==> config.mk <==
export PLATFORM = sky130hd
export DESIGN_NAME = regfile_access_ctrl_flat
export DESIGN_NICKNAME = d
export VERILOG_FILES = /design/src/rtl/regfile_access_ctrl_if.sv /design/src/rtl/regfile_access_ctrl.sv /design/src/flat_wrapper.sv
export SDC_FILE = /design/constraint.sdc
export NUM_CORES = 1
export LEC_CHECK = 0
export ABC_AREA = 1
export CELL_PAD_IN_SITES_DETAIL_PLACEMENT = 1
export CELL_PAD_IN_SITES_GLOBAL_PLACEMENT = 1
export CORE_MARGIN = 2
export CORE_UTILIZATION = 22
export DETAILED_ROUTE_END_ITERATION = 7
export PLACE_DENSITY = 0.76
export SLEW_MARGIN = 20
export SYNTH_ARGS = -nofsm -noshare
export SYNTH_HDL_FRONTEND = slang
export SYNTH_SLANG_ARGS = --single-unit
==> constraint.sdc <==
create_clock -name clk -period 1.97 [get_ports clk]
set_clock_uncertainty 0.05 [all_clocks]
set_input_delay 0.591 -clock clk [delete_from_list [all_inputs] [get_ports clk]]
set_output_delay 0.591 -clock clk [all_outputs]
set_load 0.1 [all_outputs]
==> src/rtl/regfile_access_ctrl_if.sv <==
// Bus bundle between regfile_access_ctrl and its neighbours: core
// writeback, debug writer, operand fetch requester and the 16x32
// register file (registered two-port read, single write port).
// slave  = the controller, master = everything around it.
interface regfile_access_ctrl_if #(
  parameter int DATA_BITS = 32,
  parameter int ADDR_BITS = 4
);
  // core writeback writer
  logic                 wb_req_n;
  logic [ADDR_BITS-1:0] wb_addr;
  logic [DATA_BITS-1:0] wb_data;
  logic                 wb_gnt;
  // debug writer
  logic                 dbg_req_n;
  logic [ADDR_BITS-1:0] dbg_addr;
  logic [DATA_BITS-1:0] dbg_data;
  logic                 dbg_gnt;
  // operand fetch
  logic                 rd_req_n;
  logic [ADDR_BITS-1:0] rd_addr_a;
  logic [ADDR_BITS-1:0] rd_addr_b;
  logic                 rd_ready;
  logic [DATA_BITS-1:0] operand_a;
  logic [DATA_BITS-1:0] operand_b;
  logic                 operands_valid;
  // register file port
  logic                 rf_write_en_n;
  logic [ADDR_BITS-1:0] rf_write_addr;
  logic [DATA_BITS-1:0] rf_write_data;
  logic                 rf_read_en_n;
  logic [ADDR_BITS-1:0] rf_read_addr_a;
  logic [ADDR_BITS-1:0] rf_read_addr_b;
  logic [DATA_BITS-1:0] rf_read_data_a;
  logic [DATA_BITS-1:0] rf_read_data_b;

  modport slave (
    input  wb_req_n, wb_addr, wb_data,
    output wb_gnt,
    input  dbg_req_n, dbg_addr, dbg_data,
    output dbg_gnt,
    input  rd_req_n, rd_addr_a, rd_addr_b,
    output rd_ready, operand_a, operand_b, operands_valid,
    output rf_write_en_n, rf_write_addr, rf_write_data,
    output rf_read_en_n, rf_read_addr_a, rf_read_addr_b,
    input  rf_read_data_a, rf_read_data_b
  );

  modport master (
    output wb_req_n, wb_addr, wb_data,
    input  wb_gnt,
    output dbg_req_n, dbg_addr, dbg_data,
    input  dbg_gnt,
    output rd_req_n, rd_addr_a, rd_addr_b,
    input  rd_ready, operand_a, operand_b, operands_valid,
    input  rf_write_en_n, rf_write_addr, rf_write_data,
    input  rf_read_en_n, rf_read_addr_a, rf_read_addr_b,
    output rf_read_data_a, rf_read_data_b
  );
endinterface

==> src/rtl/regfile_access_ctrl.sv <==
// regfile_access_ctrl: sequences accesses to the 16x32 register file.
// - round-robin arbitration of the single write port (core wb vs debug)
// - IDLE/ISSUE/DONE operand fetch sequence
// - read-after-write collision handling at the read capture edge
// Optional feature macro: REGFILE_ACCESS_CTRL_BYPASS_EN
//   defined   : colliding write data is forwarded, latency is always 2
//   undefined : a collision holds the FSM in ISSUE and re-issues the read

// Per-read-port lane: latched address, collision detect, forward
// register and operand hold register.
module rac_lane #(
  parameter int DATA_BITS = 32,
  parameter int ADDR_BITS = 4
) (
  input  logic                 clk,
  input  logic                 reset_n,
  input  logic                 latch,
  input  logic [ADDR_BITS-1:0] latch_addr,
  input  logic                 issue,
  input  logic                 done,
  input  logic                 fwd_en,
  input  logic                 wr_fire,
  input  logic [ADDR_BITS-1:0] wr_addr,
  input  logic [DATA_BITS-1:0] wr_data,
  input  logic [DATA_BITS-1:0] rd_data,
  output logic [ADDR_BITS-1:0] addr,
  output logic                 collide,
  output logic [DATA_BITS-1:0] operand
);
  logic [DATA_BITS-1:0] fwd_data;
  logic                 fwd_vld;
  logic [DATA_BITS-1:0] held;
  logic [DATA_BITS-1:0] sel;

  // r0 is hard-wired to zero, so a write to address 0 never collides.
  assign collide = issue && wr_fire && (wr_addr != '0) && (wr_addr == addr);

  // latch the fetch address when the request is accepted
  always_ff @(posedge clk or negedge reset_n) begin
    if (!reset_n)   addr <= '0;
    else if (latch) addr <= latch_addr;
  end

  // forward register: captures colliding write data, dropped after DONE
  always_ff @(posedge clk or negedge reset_n) begin
    if (!reset_n) begin
      fwd_vld  <= 1'b0;
      fwd_data <= '0;
    end else if (done) begin
      fwd_vld  <= 1'b0;
    end else if (fwd_en && collide) begin
      fwd_vld  <= 1'b1;
      fwd_data <= wr_data;
    end
  end

  assign sel     = fwd_vld ? fwd_data : rd_data;
  assign operand = done ? sel : held;

  // keep the last delivered operand visible outside DONE
  always_ff @(posedge clk or negedge reset_n) begin
    if (!reset_n)  held <= '0;
    else if (done) held <= sel;
  end
endmodule

module regfile_access_ctrl #(
  parameter int DATA_BITS = 32,
  parameter int ADDR_BITS = 4
) (
  input  logic                  clk,
  input  logic                  reset_n,
  regfile_access_ctrl_if.slave  bus
);
  localparam int NUM_LANES = 2;  // lane 0 = operand A, lane 1 = operand B

`ifdef REGFILE_ACCESS_CTRL_BYPASS_EN
  localparam bit BYPASS_EN = 1'b1;
`else
  localparam bit BYPASS_EN = 1'b0;
`endif

  typedef enum logic [1:0] {IDLE = 2'd0, ISSUE = 2'd1, DONE = 2'd2} state_t;

  typedef struct packed {
    logic [ADDR_BITS-1:0] addr;
    logic [DATA_BITS-1:0] data;
  } wr_req_t;

  state_t  state, state_nxt;
  logic    last_winner;  // 1: debug won the last contest, 0: core
  logic    wb_req, dbg_req, contest, wb_win, dbg_win, wr_fire;
  wr_req_t wr;
  logic    accept, issue, done, stall;

  logic [NUM_LANES-1:0]                collide;
  logic [NUM_LANES-1:0][ADDR_BITS-1:0] lane_addr_in, lane_addr;
  logic [NUM_LANES-1:0][DATA_BITS-1:0] lane_rd_data, lane_operand;

  // ---------------- write arbitration ----------------
  // Requests are masked during reset so no grant leaks out asynchronously.
  assign wb_req  = !bus.wb_req_n  && reset_n;
  assign dbg_req = !bus.dbg_req_n && reset_n;
  assign contest = wb_req && dbg_req;
  assign wb_win  = wb_req  && (!dbg_req || last_winner);
  assign dbg_win = dbg_req && (!wb_req  || !last_winner);
  assign wr_fire = wb_win || dbg_win;

  // mux the winner onto the register file write port
  always_comb begin
    wr = '0;
    if (wb_win)       wr = '{addr: bus.wb_addr,  data: bus.wb_data};
    else if (dbg_win) wr = '{addr: bus.dbg_addr, data: bus.dbg_data};
  end

  assign bus.wb_gnt        = wb_win;
  assign bus.dbg_gnt       = dbg_win;
  assign bus.rf_write_en_n = !wr_fire;
  assign bus.rf_write_addr = wr.addr;
  assign bus.rf_write_data = wr.data;

  // round-robin bit only moves on contested cycles; reset favours core next
  always_ff @(posedge clk or negedge reset_n) begin
    if (!reset_n)     last_winner <= 1'b1;
    else if (contest) last_winner <= dbg_win;
  end

  // ---------------- read FSM ----------------
  // state register
  always_ff @(posedge clk or negedge reset_n) begin
    if (!reset_n) state <= IDLE;
    else          state <= state_nxt;
  end

  // next state: ISSUE repeats only when a collision must be re-read
  always_comb begin
    state_nxt = state;
    case (state)
      IDLE:    if (accept) state_nxt = ISSUE;
      ISSUE:   state_nxt = stall ? ISSUE : DONE;
      DONE:    state_nxt = IDLE;
      default: state_nxt = IDLE;
    endcase
  end

  // outputs decoded from state
  always_comb begin
    bus.rd_ready       = 1'b0;
    bus.rf_read_en_n   = 1'b1;
    bus.operands_valid = 1'b0;
    case (state)
      IDLE:    bus.rd_ready       = 1'b1;
      ISSUE:   bus.rf_read_en_n   = 1'b0;
      DONE:    bus.operands_valid = 1'b1;
      default: ;
    endcase
  end

  assign accept = (state == IDLE) && !bus.rd_req_n;
  assign issue  = (state == ISSUE);
  assign done   = (state == DONE);

  // With forwarding the collided port is served from the forward register,
  // otherwise the registered read must be re-captured after the write lands.
  assign stall = !BYPASS_EN && (|collide);

  // ---------------- per-port lanes ----------------
  assign lane_addr_in = {bus.rd_addr_b, bus.rd_addr_a};
  assign lane_rd_data = {bus.rf_read_data_b, bus.rf_read_data_a};

  for (genvar i = 0; i < NUM_LANES; i++) begin : g_lane
    rac_lane #(.DATA_BITS(DATA_BITS), .ADDR_BITS(ADDR_BITS)) u_lane (
      .clk        (clk),
      .reset_n    (reset_n),
      .latch      (accept),
      .latch_addr (lane_addr_in[i]),
      .issue      (issue),
      .done       (done),
      .fwd_en     (BYPASS_EN),
      .wr_fire    (wr_fire),
      .wr_addr    (wr.addr),
      .wr_data    (wr.data),
      .rd_data    (lane_rd_data[i]),
      .addr       (lane_addr[i]),
      .collide    (collide[i]),
      .operand    (lane_operand[i])
    );
  end

  assign bus.rf_read_addr_a = lane_addr[0];
  assign bus.rf_read_addr_b = lane_addr[1];
  assign bus.operand_a      = lane_operand[0];
  assign bus.operand_b      = lane_operand[1];
endmodule

==> src/flat_wrapper.sv <==
// flat-port wrapper written by rule: the top's interface ports become plain ports
module regfile_access_ctrl_flat 
#(
  parameter int DATA_BITS = 32,
  parameter int ADDR_BITS = 4
)
  (clk, reset_n, bus_wb_req_n, bus_wb_addr, bus_wb_data, bus_wb_gnt, bus_dbg_req_n, bus_dbg_addr, bus_dbg_data, bus_dbg_gnt, bus_rd_req_n, bus_rd_addr_a, bus_rd_addr_b, bus_rd_ready, bus_operand_a, bus_operand_b, bus_operands_valid, bus_rf_write_en_n, bus_rf_write_addr, bus_rf_write_data, bus_rf_read_en_n, bus_rf_read_addr_a, bus_rf_read_addr_b, bus_rf_read_data_a, bus_rf_read_data_b);
  regfile_access_ctrl_if #(.DATA_BITS(DATA_BITS), .ADDR_BITS(ADDR_BITS)) bus_i ();
  input  logic clk;
  input  logic reset_n;
  input wire logic [$bits(bus_i.wb_req_n)-1:0] bus_wb_req_n;
  input wire logic [$bits(bus_i.wb_addr)-1:0] bus_wb_addr;
  input wire logic [$bits(bus_i.wb_data)-1:0] bus_wb_data;
  output wire logic [$bits(bus_i.wb_gnt)-1:0] bus_wb_gnt;
  input wire logic [$bits(bus_i.dbg_req_n)-1:0] bus_dbg_req_n;
  input wire logic [$bits(bus_i.dbg_addr)-1:0] bus_dbg_addr;
  input wire logic [$bits(bus_i.dbg_data)-1:0] bus_dbg_data;
  output wire logic [$bits(bus_i.dbg_gnt)-1:0] bus_dbg_gnt;
  input wire logic [$bits(bus_i.rd_req_n)-1:0] bus_rd_req_n;
  input wire logic [$bits(bus_i.rd_addr_a)-1:0] bus_rd_addr_a;
  input wire logic [$bits(bus_i.rd_addr_b)-1:0] bus_rd_addr_b;
  output wire logic [$bits(bus_i.rd_ready)-1:0] bus_rd_ready;
  output wire logic [$bits(bus_i.operand_a)-1:0] bus_operand_a;
  output wire logic [$bits(bus_i.operand_b)-1:0] bus_operand_b;
  output wire logic [$bits(bus_i.operands_valid)-1:0] bus_operands_valid;
  output wire logic [$bits(bus_i.rf_write_en_n)-1:0] bus_rf_write_en_n;
  output wire logic [$bits(bus_i.rf_write_addr)-1:0] bus_rf_write_addr;
  output wire logic [$bits(bus_i.rf_write_data)-1:0] bus_rf_write_data;
  output wire logic [$bits(bus_i.rf_read_en_n)-1:0] bus_rf_read_en_n;
  output wire logic [$bits(bus_i.rf_read_addr_a)-1:0] bus_rf_read_addr_a;
  output wire logic [$bits(bus_i.rf_read_addr_b)-1:0] bus_rf_read_addr_b;
  input wire logic [$bits(bus_i.rf_read_data_a)-1:0] bus_rf_read_data_a;
  input wire logic [$bits(bus_i.rf_read_data_b)-1:0] bus_rf_read_data_b;
  assign bus_i.wb_req_n = bus_wb_req_n;
  assign bus_i.wb_addr = bus_wb_addr;
  assign bus_i.wb_data = bus_wb_data;
  assign bus_wb_gnt = bus_i.wb_gnt;
  assign bus_i.dbg_req_n = bus_dbg_req_n;
  assign bus_i.dbg_addr = bus_dbg_addr;
  assign bus_i.dbg_data = bus_dbg_data;
  assign bus_dbg_gnt = bus_i.dbg_gnt;
  assign bus_i.rd_req_n = bus_rd_req_n;
  assign bus_i.rd_addr_a = bus_rd_addr_a;
  assign bus_i.rd_addr_b = bus_rd_addr_b;
  assign bus_rd_ready = bus_i.rd_ready;
  assign bus_operand_a = bus_i.operand_a;
  assign bus_operand_b = bus_i.operand_b;
  assign bus_operands_valid = bus_i.operands_valid;
  assign bus_rf_write_en_n = bus_i.rf_write_en_n;
  assign bus_rf_write_addr = bus_i.rf_write_addr;
  assign bus_rf_write_data = bus_i.rf_write_data;
  assign bus_rf_read_en_n = bus_i.rf_read_en_n;
  assign bus_rf_read_addr_a = bus_i.rf_read_addr_a;
  assign bus_rf_read_addr_b = bus_i.rf_read_addr_b;
  assign bus_i.rf_read_data_a = bus_rf_read_data_a;
  assign bus_i.rf_read_data_b = bus_rf_read_data_b;
  regfile_access_ctrl #(.DATA_BITS(DATA_BITS), .ADDR_BITS(ADDR_BITS)) u_core (.clk(clk), .reset_n(reset_n), .bus(bus_i));
endmodule
==> results of run 1 <==
==> metrics by stage <==
stage	utilization	cell area (sq um)	worst slack [ps]	instances	hold slack, ps
CTS	0.663	10000	-441	920	465
detailed placement	0.583	8830	-684	878	445
global placement	0.583	8830	-638	878	438
finish	0.752	11400	-510	962	273
global route	0.752	11400	-556	962	285
floorplan	-	4630	-243	415	245
==> layer usage <==
layer / vias up / global-route usage
met5: - / 0
met4: 0 / 0.103
met3: 60 / 0.0964
met2: 241 / 0.518
met1: 2407 / 0.250
li1: 2035 / -
==> sequential cells by signal (all words and copies together), names as in the netlist <==
register and cells:
u_core.last_winner 1, u_core.g_lane.u_lane.addr 8, u_core.g_lane.u_lane.held 64, u_core.state 2
==> synthesized netlist by cell type <==
library cell | n | area share
sky130_fd_sc_hd__clkbuf_1 | 8 | 0.0088
sky130_fd_sc_hd__dfrtp_1 | 74 | 0.55
sky130_fd_sc_hd__inv_2 | 1 | 0.0011
sky130_fd_sc_hd__nor2_4 | 2 | 0.0066
sky130_fd_sc_hd__inv_1 | 16 | 0.018
sky130_fd_sc_hd__buf_2 | 12 | 0.018
sky130_fd_sc_hd__nor2_1 | 17 | 0.019
sky130_fd_sc_hd__nand2_1 | 219 | 0.24
sky130_fd_sc_hd__nand3_1 | 16 | 0.024
sky130_fd_sc_hd__o21ai_0 | 1 | 0.0015
sky130_fd_sc_hd__a21oi_1 | 10 | 0.015
sky130_fd_sc_hd__a22o_1 | 32 | 0.083
sky130_fd_sc_hd__nand2_2 | 6 | 0.011
sky130_fd_sc_hd__dfstp_2 | 1 | 0.0077
==> report_power, final <==
group          internal [uW]  total (uW)  switching [uW]
registers               2280        3050             776
logic                   6600       17600           11000
clock network           1110        1810             703
==> cell usage in the layout (no fill, tap or decap) <==
cell	instances
sky130_fd_sc_hd__nand3_4	9
sky130_fd_sc_hd__clkdlybuf4s50_1	145
sky130_fd_sc_hd__clkbuf_16	18
sky130_fd_sc_hd__nor2_4	6
sky130_fd_sc_hd__inv_6	1
sky130_fd_sc_hd__inv_16	1
sky130_fd_sc_hd__a21oi_1	10
sky130_fd_sc_hd__clkinv_4	2
sky130_fd_sc_hd__buf_4	45
sky130_fd_sc_hd__nand2_4	61
sky130_fd_sc_hd__inv_1	11
sky130_fd_sc_hd__a22o_4	32
sky130_fd_sc_hd__bufinv_16	2
sky130_fd_sc_hd__bufbuf_16	1
sky130_fd_sc_hd__nand2_8	83
sky130_fd_sc_hd__nand2_1	28
sky130_fd_sc_hd__clkinvlp_4	2
sky130_fd_sc_hd__buf_16	9
sky130_fd_sc_hd__buf_6	15
sky130_fd_sc_hd__nand3_2	3
sky130_fd_sc_hd__nand2_2	53
sky130_fd_sc_hd__nor2_2	1
sky130_fd_sc_hd__nand3_1	4
sky130_fd_sc_hd__dfstp_2	1
sky130_fd_sc_hd__inv_2	2
sky130_fd_sc_hd__nor2_1	12
sky130_fd_sc_hd__buf_12	130
sky130_fd_sc_hd__clkdlybuf4s15_2	1
sky130_fd_sc_hd__o21ai_0	1
sky130_fd_sc_hd__buf_2	1
sky130_fd_sc_hd__buf_8	4
sky130_fd_sc_hd__clkbuf_1	2
sky130_fd_sc_hd__dfrtp_1	74
sky130_fd_sc_hd__diode_2	4
==> worst paths after layout <==
| path | from | endpoint | slack, ps | cells past startpoint |
|---|---|---|---|---|
| worst max-delay path | u_core.state[1] | bus_operand_b[17] | -510 | 9 |
| worst min-delay path | reset_n | u_core.g_lane[0].u_lane.held[30] | 270 | 3 |
| worst max register to register | u_core.last_winner | u_core.state[0] | -40 | 13 |
| worst min register to register | u_core.g_lane[1].u_lane.held[2] | u_core.g_lane[1].u_lane.held[2] | 500 | 2 |
| max in group asynchronous | reset_n | u_core.g_lane[0].u_lane.held[15] | 970 | 4 |
| min in group clk | u_core.g_lane[1].u_lane.held[2] | u_core.g_lane[1].u_lane.held[2] | 500 | 2 |
==> cell type report <==
class / count / area [sq um]
inverters: 17 / 93.8
clock buffers: 11 / 233
multi-input cells: 303 / 3730
well taps: 188 / 235
fillers: 1231 / 3750
flip-flops and latches: 75 / 1880
clock inverters: 4 / 76.3
repair buffers: 360 / 5140
diodes: 4 / 10.0
==> critical path, cell delays in order (launching register included) <==
cell                      delay (ps)
sky130_fd_sc_hd__dfrtp_1         400
sky130_fd_sc_hd__inv_2            80
sky130_fd_sc_hd__nor2_4          180
sky130_fd_sc_hd__buf_6           130
sky130_fd_sc_hd__buf_8           120
sky130_fd_sc_hd__buf_16          140
sky130_fd_sc_hd__buf_12          130
sky130_fd_sc_hd__nand2_8          60
sky130_fd_sc_hd__nand2_8          80
sky130_fd_sc_hd__buf_12          170
==> logic make-up after synthesis <==
family | synth area share
AO/OA/AOI/OAI | 0.0988
buffers and inverters | 0.0454
flip-flops | 0.553
AND/OR/NAND/NOR | 0.302
==> repair_timing <==
item | 4_1_cts | 5_1_grt
gates cloned | 8 | 11
buffers inserted | 20 | 29
hold endpoints to repair | 0 | 0
setup endpoints to repair | 106 | 106
pin swaps | 19 | 26
resized for setup | 159 | 178
==> reports/qor.log, run 1 <==
INFO  die            initial_core_util=0.224
INFO  setup_path     crit_fanout=6
INFO  timing         timing_worst_slew_pin_value=327ps
INFO  drt            top_layer_used=met4
INFO  clocking       htree_levels=3
INFO  cells_and_area flow.area_growth_from_synthesis=236%
INFO  yosys          ys_ff_latch=75
INFO  timing         hold_violations=0
INFO  timing         grt_setup_unrepaired=yes
INFO  die            die_height=128um
INFO  die            io_pins=263
INFO  clocking       cts_tree=done
INFO  drt            drt-wirelength-per-cell=29.9um
INFO  yosys          ys_types=14
INFO  drt            totalWireLength=28,800um
INFO  yosys          synth.cell_area=3390squm
INFO  clocking       clkSlewWorstSetupHoldPaths=70ps
INFO  yosys          synth-seq-area-share=0.553
INFO  run_status     failed_checks=setup timing
INFO  placement      portBuffers=262
INFO  timing         layout_setup_ws=-510ps
INFO  timing         max_clock_freq=0.403GHz
INFO  grt            initial_antenna_violation_count=4
INFO  drt            detail_route.first_pass.iterations=4
INFO  drt            remaining_antenna_violation_count_after_routing=0
INFO  drt            drt-vias-per-instance=4.93
INFO  setup_path     data_required_time_at_the_worst_endpoint=1330ps
INFO  job            cap_violations=0
INFO  cells_and_area design.final.nets=915
INFO  drt            drt_drc_violations_left=0
INFO  drt            route.vias.total=4,743
INFO  clocking       cts_inserted_buffers=9
INFO  timing         timing.setup.tns=-45,000ps
INFO  timing         slew-limit-headroom=0.782
INFO  setup_path     worst_setup_path_end_kind=output pin
INFO  power          powerDensity=1970nW/um^2
INFO  drt            initialDrtViolationCount=200
INFO  run_status     status=finished, violations left
INFO  timing         layout_worst_path_cycle_share=1.26
INFO  yosys          netlist_instances=415
INFO  grt            groute.usage.overall=0.266
INFO  cells_and_area share_of_layout_cells_above_drive_strength_1=0.627
INFO  grt            grt_pass1_vias=5,135
INFO  grt            grt_start_max_net_pins=76
INFO  timing         final-max-slew-violation-count=0
INFO  clocking       cts-root-buf=sky130_fd_sc_hd__clkbuf_16
INFO  grt            grt_overflow=0
INFO  clocking       cts_stage_hold_buffer_count=0
INFO  placement      finalWeightedCongestion=0.868
INFO  yosys          ys_warns=0
INFO  timing         finalSetupViolations=107
INFO  setup_path     critical_path_class=reg2out
INFO  clocking       numClockSinks=75
INFO  drt            met1_length=9210um
INFO  power          power.total=22,500uW
INFO  drt            met2_wirelength=16,400um
INFO  power          worst_ir_drop_vdd=0.00192V
INFO  die            std_cell_rows=45
INFO  yosys          mappedNetlistNets=564
INFO  yosys          syn_avg_cell_area=8.18squm
INFO  clocking       ctsLongestPathBuffers=2
INFO  min_path       hold_class=in2async
INFO  die            floorplan.core_area=15,100squm
INFO  setup_path     cp.arrival=1840ps
INFO  drt            met3WireLength=2040um
INFO  grt            grt_pass1_wl=32,000um
INFO  die            die_width=128um
INFO  timing         final.min_clock_period=2480ps
INFO  die            die_area=16,400squm
INFO  setup_path     start_kind=flip-flop
INFO  placement      dp.final_hpwl=14,500um
INFO  clocking       clk_latency=330ps
INFO  power          power.static_leakage=0.00498uW
Power figures use the tool's default switching activity.
==> run 2, diff against run 1 <==
--- a/config.mk
+++ b/config.mk
@@ -10,9 +10,11 @@
 export CELL_PAD_IN_SITES_GLOBAL_PLACEMENT = 1
 export CORE_MARGIN = 2
 export CORE_UTILIZATION = 22
+export CTS_CLUSTER_DIAMETER = 80
 export DETAILED_ROUTE_END_ITERATION = 7
 export PLACE_DENSITY = 0.76
 export SLEW_MARGIN = 20
 export SYNTH_ARGS = -nofsm -noshare
 export SYNTH_HDL_FRONTEND = slang
 export SYNTH_SLANG_ARGS = --single-unit
+export TNS_END_PERCENT = 30
==> run 2 against run 1 <==
The flow still finishes with violations (setup timing); flip-flop and latch count unchanged; clock power decreased by 3%; first-iteration DRC count decreased by 38%; worst hold slack got worse by 17 ps; critical path depth decreased by 2; routed wire length decreased by 26%; global-route usage decreased by 4.3 points; critical path type unchanged; largest power group unchanged; highest routed layer unchanged.
==> reports/qor.log, run 2 (same netlist as run 1, synthesis figures left out) <==
INFO  die            std_cell_rows=45 [unchanged]
INFO  die            die_area=16,400squm [unchanged]
INFO  cells_and_area flow.area_growth_from_synthesis=184%
INFO  cells_and_area largest_register_ff_count=64 [unchanged]
INFO  cells_and_area share_of_layout_cells_above_drive_strength_1=0.524 [-0.103]
INFO  timing         layout_setup_ws=-363ps [+147 ps]
INFO  clocking       cts-root-buf=sky130_fd_sc_hd__clkbuf_16
INFO  timing         grt_setup_unrepaired=yes
INFO  timing         timing_worst_slew_pin_value=714ps [+386 ps]
INFO  power          switchingPower=10,600uW [-15%]
INFO  cells_and_area mostFrequentLayoutCells=sky130_fd_sc_hd__clkdlybuf4s50_1 (145), sky130_fd_sc_hd__buf_12 (125), sky130_fd_sc_hd__nand2_1 (99), sky130_fd_sc_hd__nand2_2 (76), sky130_fd_sc_hd__dfrtp_1 (74)
INFO  timing         final.min_clock_period=2330ps [-147 ps]
INFO  setup_path     worst_path_max_delay_cell=sky130_fd_sc_hd__dfrtp_1
INFO  clocking       clkSlewWorstSetupHoldPaths=60ps [about the same]
INFO  drt            drt-wirelength-per-cell=22.2um [-26%]
INFO  drt            remaining_antenna_violation_count_after_routing=0 [unchanged]
INFO  power          share_clk_of_total_power=0.091 [+0.010]
INFO  setup_path     regToRegStartpoint=u_core.last_winner
INFO  power          seq_power_share=0.141 [+0.005]
INFO  run_status     failed_checks=setup timing
INFO  power          switching_portion_of_total_power=0.547 [-0.00885]
INFO  cells_and_area design.final.nets=907 [-0.87%]
INFO  power          p_int=8740uW [-12%]
INFO  die            die_height=128um [unchanged]
INFO  setup_path     worst_setup_slack_for_register_to_register_paths=140ps [+180 ps]
INFO  clocking       cts_inserted_buffers=9 [unchanged]
INFO  placement      dp.final_hpwl=13,700um [-4.9%]
INFO  clocking       cts_tree=done
INFO  setup_path     start_kind=flip-flop
INFO  grt            grt_pass1_wl=27,800um [-13%]
INFO  job            cap_violations=0 [unchanged]
INFO  timing         final-max-slew-violation-count=0 [unchanged]
INFO  timing         finalSetupViolations=103 [-3.7%]
INFO  die            initial_core_util=0.224 [unchanged]
INFO  setup_path     crit_top_cell=sky130_fd_sc_hd__buf_12
INFO  clocking       numClockSinks=75 [unchanged]
INFO  run_status     status=finished, violations left
INFO  setup_path     data_required_time_at_the_worst_endpoint=1330ps [about the same]
INFO  setup_path     r2r_cells=13 [unchanged]
INFO  clocking       clk_latency=330ps [about the same]
INFO  die            io_pins=263 [unchanged]
INFO  cells_and_area mostFrequentLayoutCell=sky130_fd_sc_hd__clkdlybuf4s50_1
INFO  grt            grt_pass1_vias=4,900 [-4.6%]
INFO  cells_and_area layoutNonFillerInstCount=953 [-0.94%]
INFO  cells_and_area post-route-util=0.636 [-0.116]
INFO  power          worst_ir_drop_vdd=0.00185V [-3.6%]
INFO  placement      post-place-ws=-740ps [-55.6 ps]
INFO  setup_path     crit_fanout=9 [+3]
INFO  timing         max_clock_freq=0.429GHz [+6.3%]
INFO  power          combPwrFrac=0.768 [-0.016]
INFO  timing         hold_violations=0 [unchanged]
INFO  grt            grt_overflow=0 [unchanged]
INFO  drt            detail_route.first_pass.iterations=4 [unchanged]
INFO  drt            totalWireLength=21,200um [-26%]
INFO  grt            grt_start_max_net_pins=54 [-29%]
INFO  clocking       ctsLongestPathBuffers=2 [unchanged]
INFO  min_path       hold_class=in2async
INFO  setup_path     path_cells=nor2_4 -> buf_6 -> clkbuf_16 -> buf_12 -> nand2_1 -> nand2_4 -> buf_12
INFO  clocking       htree_levels=3 [unchanged]
INFO  setup_path     critical_path_class=reg2out
INFO  drt            initialDrtViolationCount=125 [-38%]
INFO  power          power.total=19,300uW [-14%]
INFO  setup_path     r2r_end=u_core.state[0]
INFO  die            floorplan.core_area=15,100squm [unchanged]
INFO  grt            initial_antenna_violation_count=2 [-2]
INFO  setup_path     critical-path-max-stage-delay=400ps [about the same]
INFO  drt            drt-vias-per-instance=4.65 [-5.7%]
INFO  timing         layout_worst_path_cycle_share=1.18 [-0.0744]
INFO  power          power.static_leakage=0.00450uW [-9.6%]
INFO  placement      finalWeightedCongestion=0.894 [+2.9%]
INFO  grt            groute.usage.overall=0.223 [-0.0435]
INFO  setup_path     cp.arrival=1690ps [-150 ps]
INFO  power          powerDensity=2000nW/um^2 [+1.6%]
INFO  placement      portBuffers=262 [unchanged]
INFO  cells_and_area largest_register=u_core.g_lane.u_lane.held
INFO  timing         slew-limit-headroom=0.524 [-0.258]
INFO  die            die_width=128um [unchanged]
INFO  setup_path     worst_setup_path_end_kind=output pin
INFO  placement      dpl.cell_count=894 [+1.8%]
INFO  drt            route.vias.total=4,430 [-6.6%]
INFO  cells_and_area biggestRegsByFlops=u_core.g_lane.u_lane.held (64), u_core.g_lane.u_lane.addr (8), u_core.state (2)
INFO  drt            drt_drc_violations_left=0 [unchanged]
-- run 2: how the worst max path moves through the flow --
| stage | slack, ps | cells past startpoint | to | start |
|---|---|---|---|---|
| 2_1_floorplan | -240 | 6 | bus_rf_write_data[20] | reset_n |
| 6_report | -360 | 7 | bus_operand_b[0] | u_core.state[0] |
| 5_1_grt | -430 | 7 | bus_operand_b[0] | u_core.state[0] |
| 3_5_place_dp | -740 | 8 | bus_rf_write_data[2] | bus_dbg_req_n |
| 3_3_place_gp | -650 | 8 | bus_rf_write_data[17] | bus_dbg_req_n |
| 4_1_cts | -390 | 6 | bus_operand_b[26] | u_core.state[1] |
-- run 2: power groups by stage --
stage                     clock [uW]  combinational, uW  sequential (uW)
after detailed placement           0              13400             2620
after CTS                       1780              13500             2600
final                           1760              14800             2730
after global placement             0              13200             2560
after floorplan                    0               7880             3090
after global routing            1860              15300             2790
-- run 2: metrics by stage --
step / setup TNS [ps] / hold slack (ps) / area [sq um]
2_1_floorplan: -15120 / 245 / 3910
3_3_place_gp: -28890 / 434 / 8210
3_5_place_dp: -32960 / 438 / 8210
4_1_cts: -34790 / 268 / 8770
5_1_grt: -39490 / 276 / 9640
6_report: -32160 / 255 / 9640
-- run 2: repair_timing --
action | 4_1_cts | 5_1_grt
gates resized for setup | 36 | 124
hold buffers | 0 | 0
endpoints found under the hold margin | 0 | 0
pin swaps | 7 | 27
cloned | 4 | 13
endpoints found under the setup margin | 106 | 106
buffers inserted | 6 | 18
-- run 2: layout make-up --
cell class                 count  area (sq um)
antenna                        2          5.00
clock buffer                  13           270
clock inverter                 3          43.8
fill                        1468          5510
inverter                      17           113
multi-input combinational    303          2250
sequential                    75          1880
tap                          188           235
timing repair buffer         351          4830
timing repair inverter         1          11.3
-- run 2: per-layer routing --
metal | up-vias | track usage | part of all wire
li1 | 2005 | - | -
met1 | 2201 | 0.215 | 0.33
met2 | 195 | 0.421 | 0.55
met3 | 29 | 0.0860 | 0.087
met4 | 0 | 0.0899 | 0.026
met5 | - | 0 | 0
-- run 2: critical path, delay by kind of cell (launching register included) --
family | cells | cell delay (ps)
buffers and inverters | 4 | 580
and+or+nand+nor | 3 | 360
DFF | 1 | 400
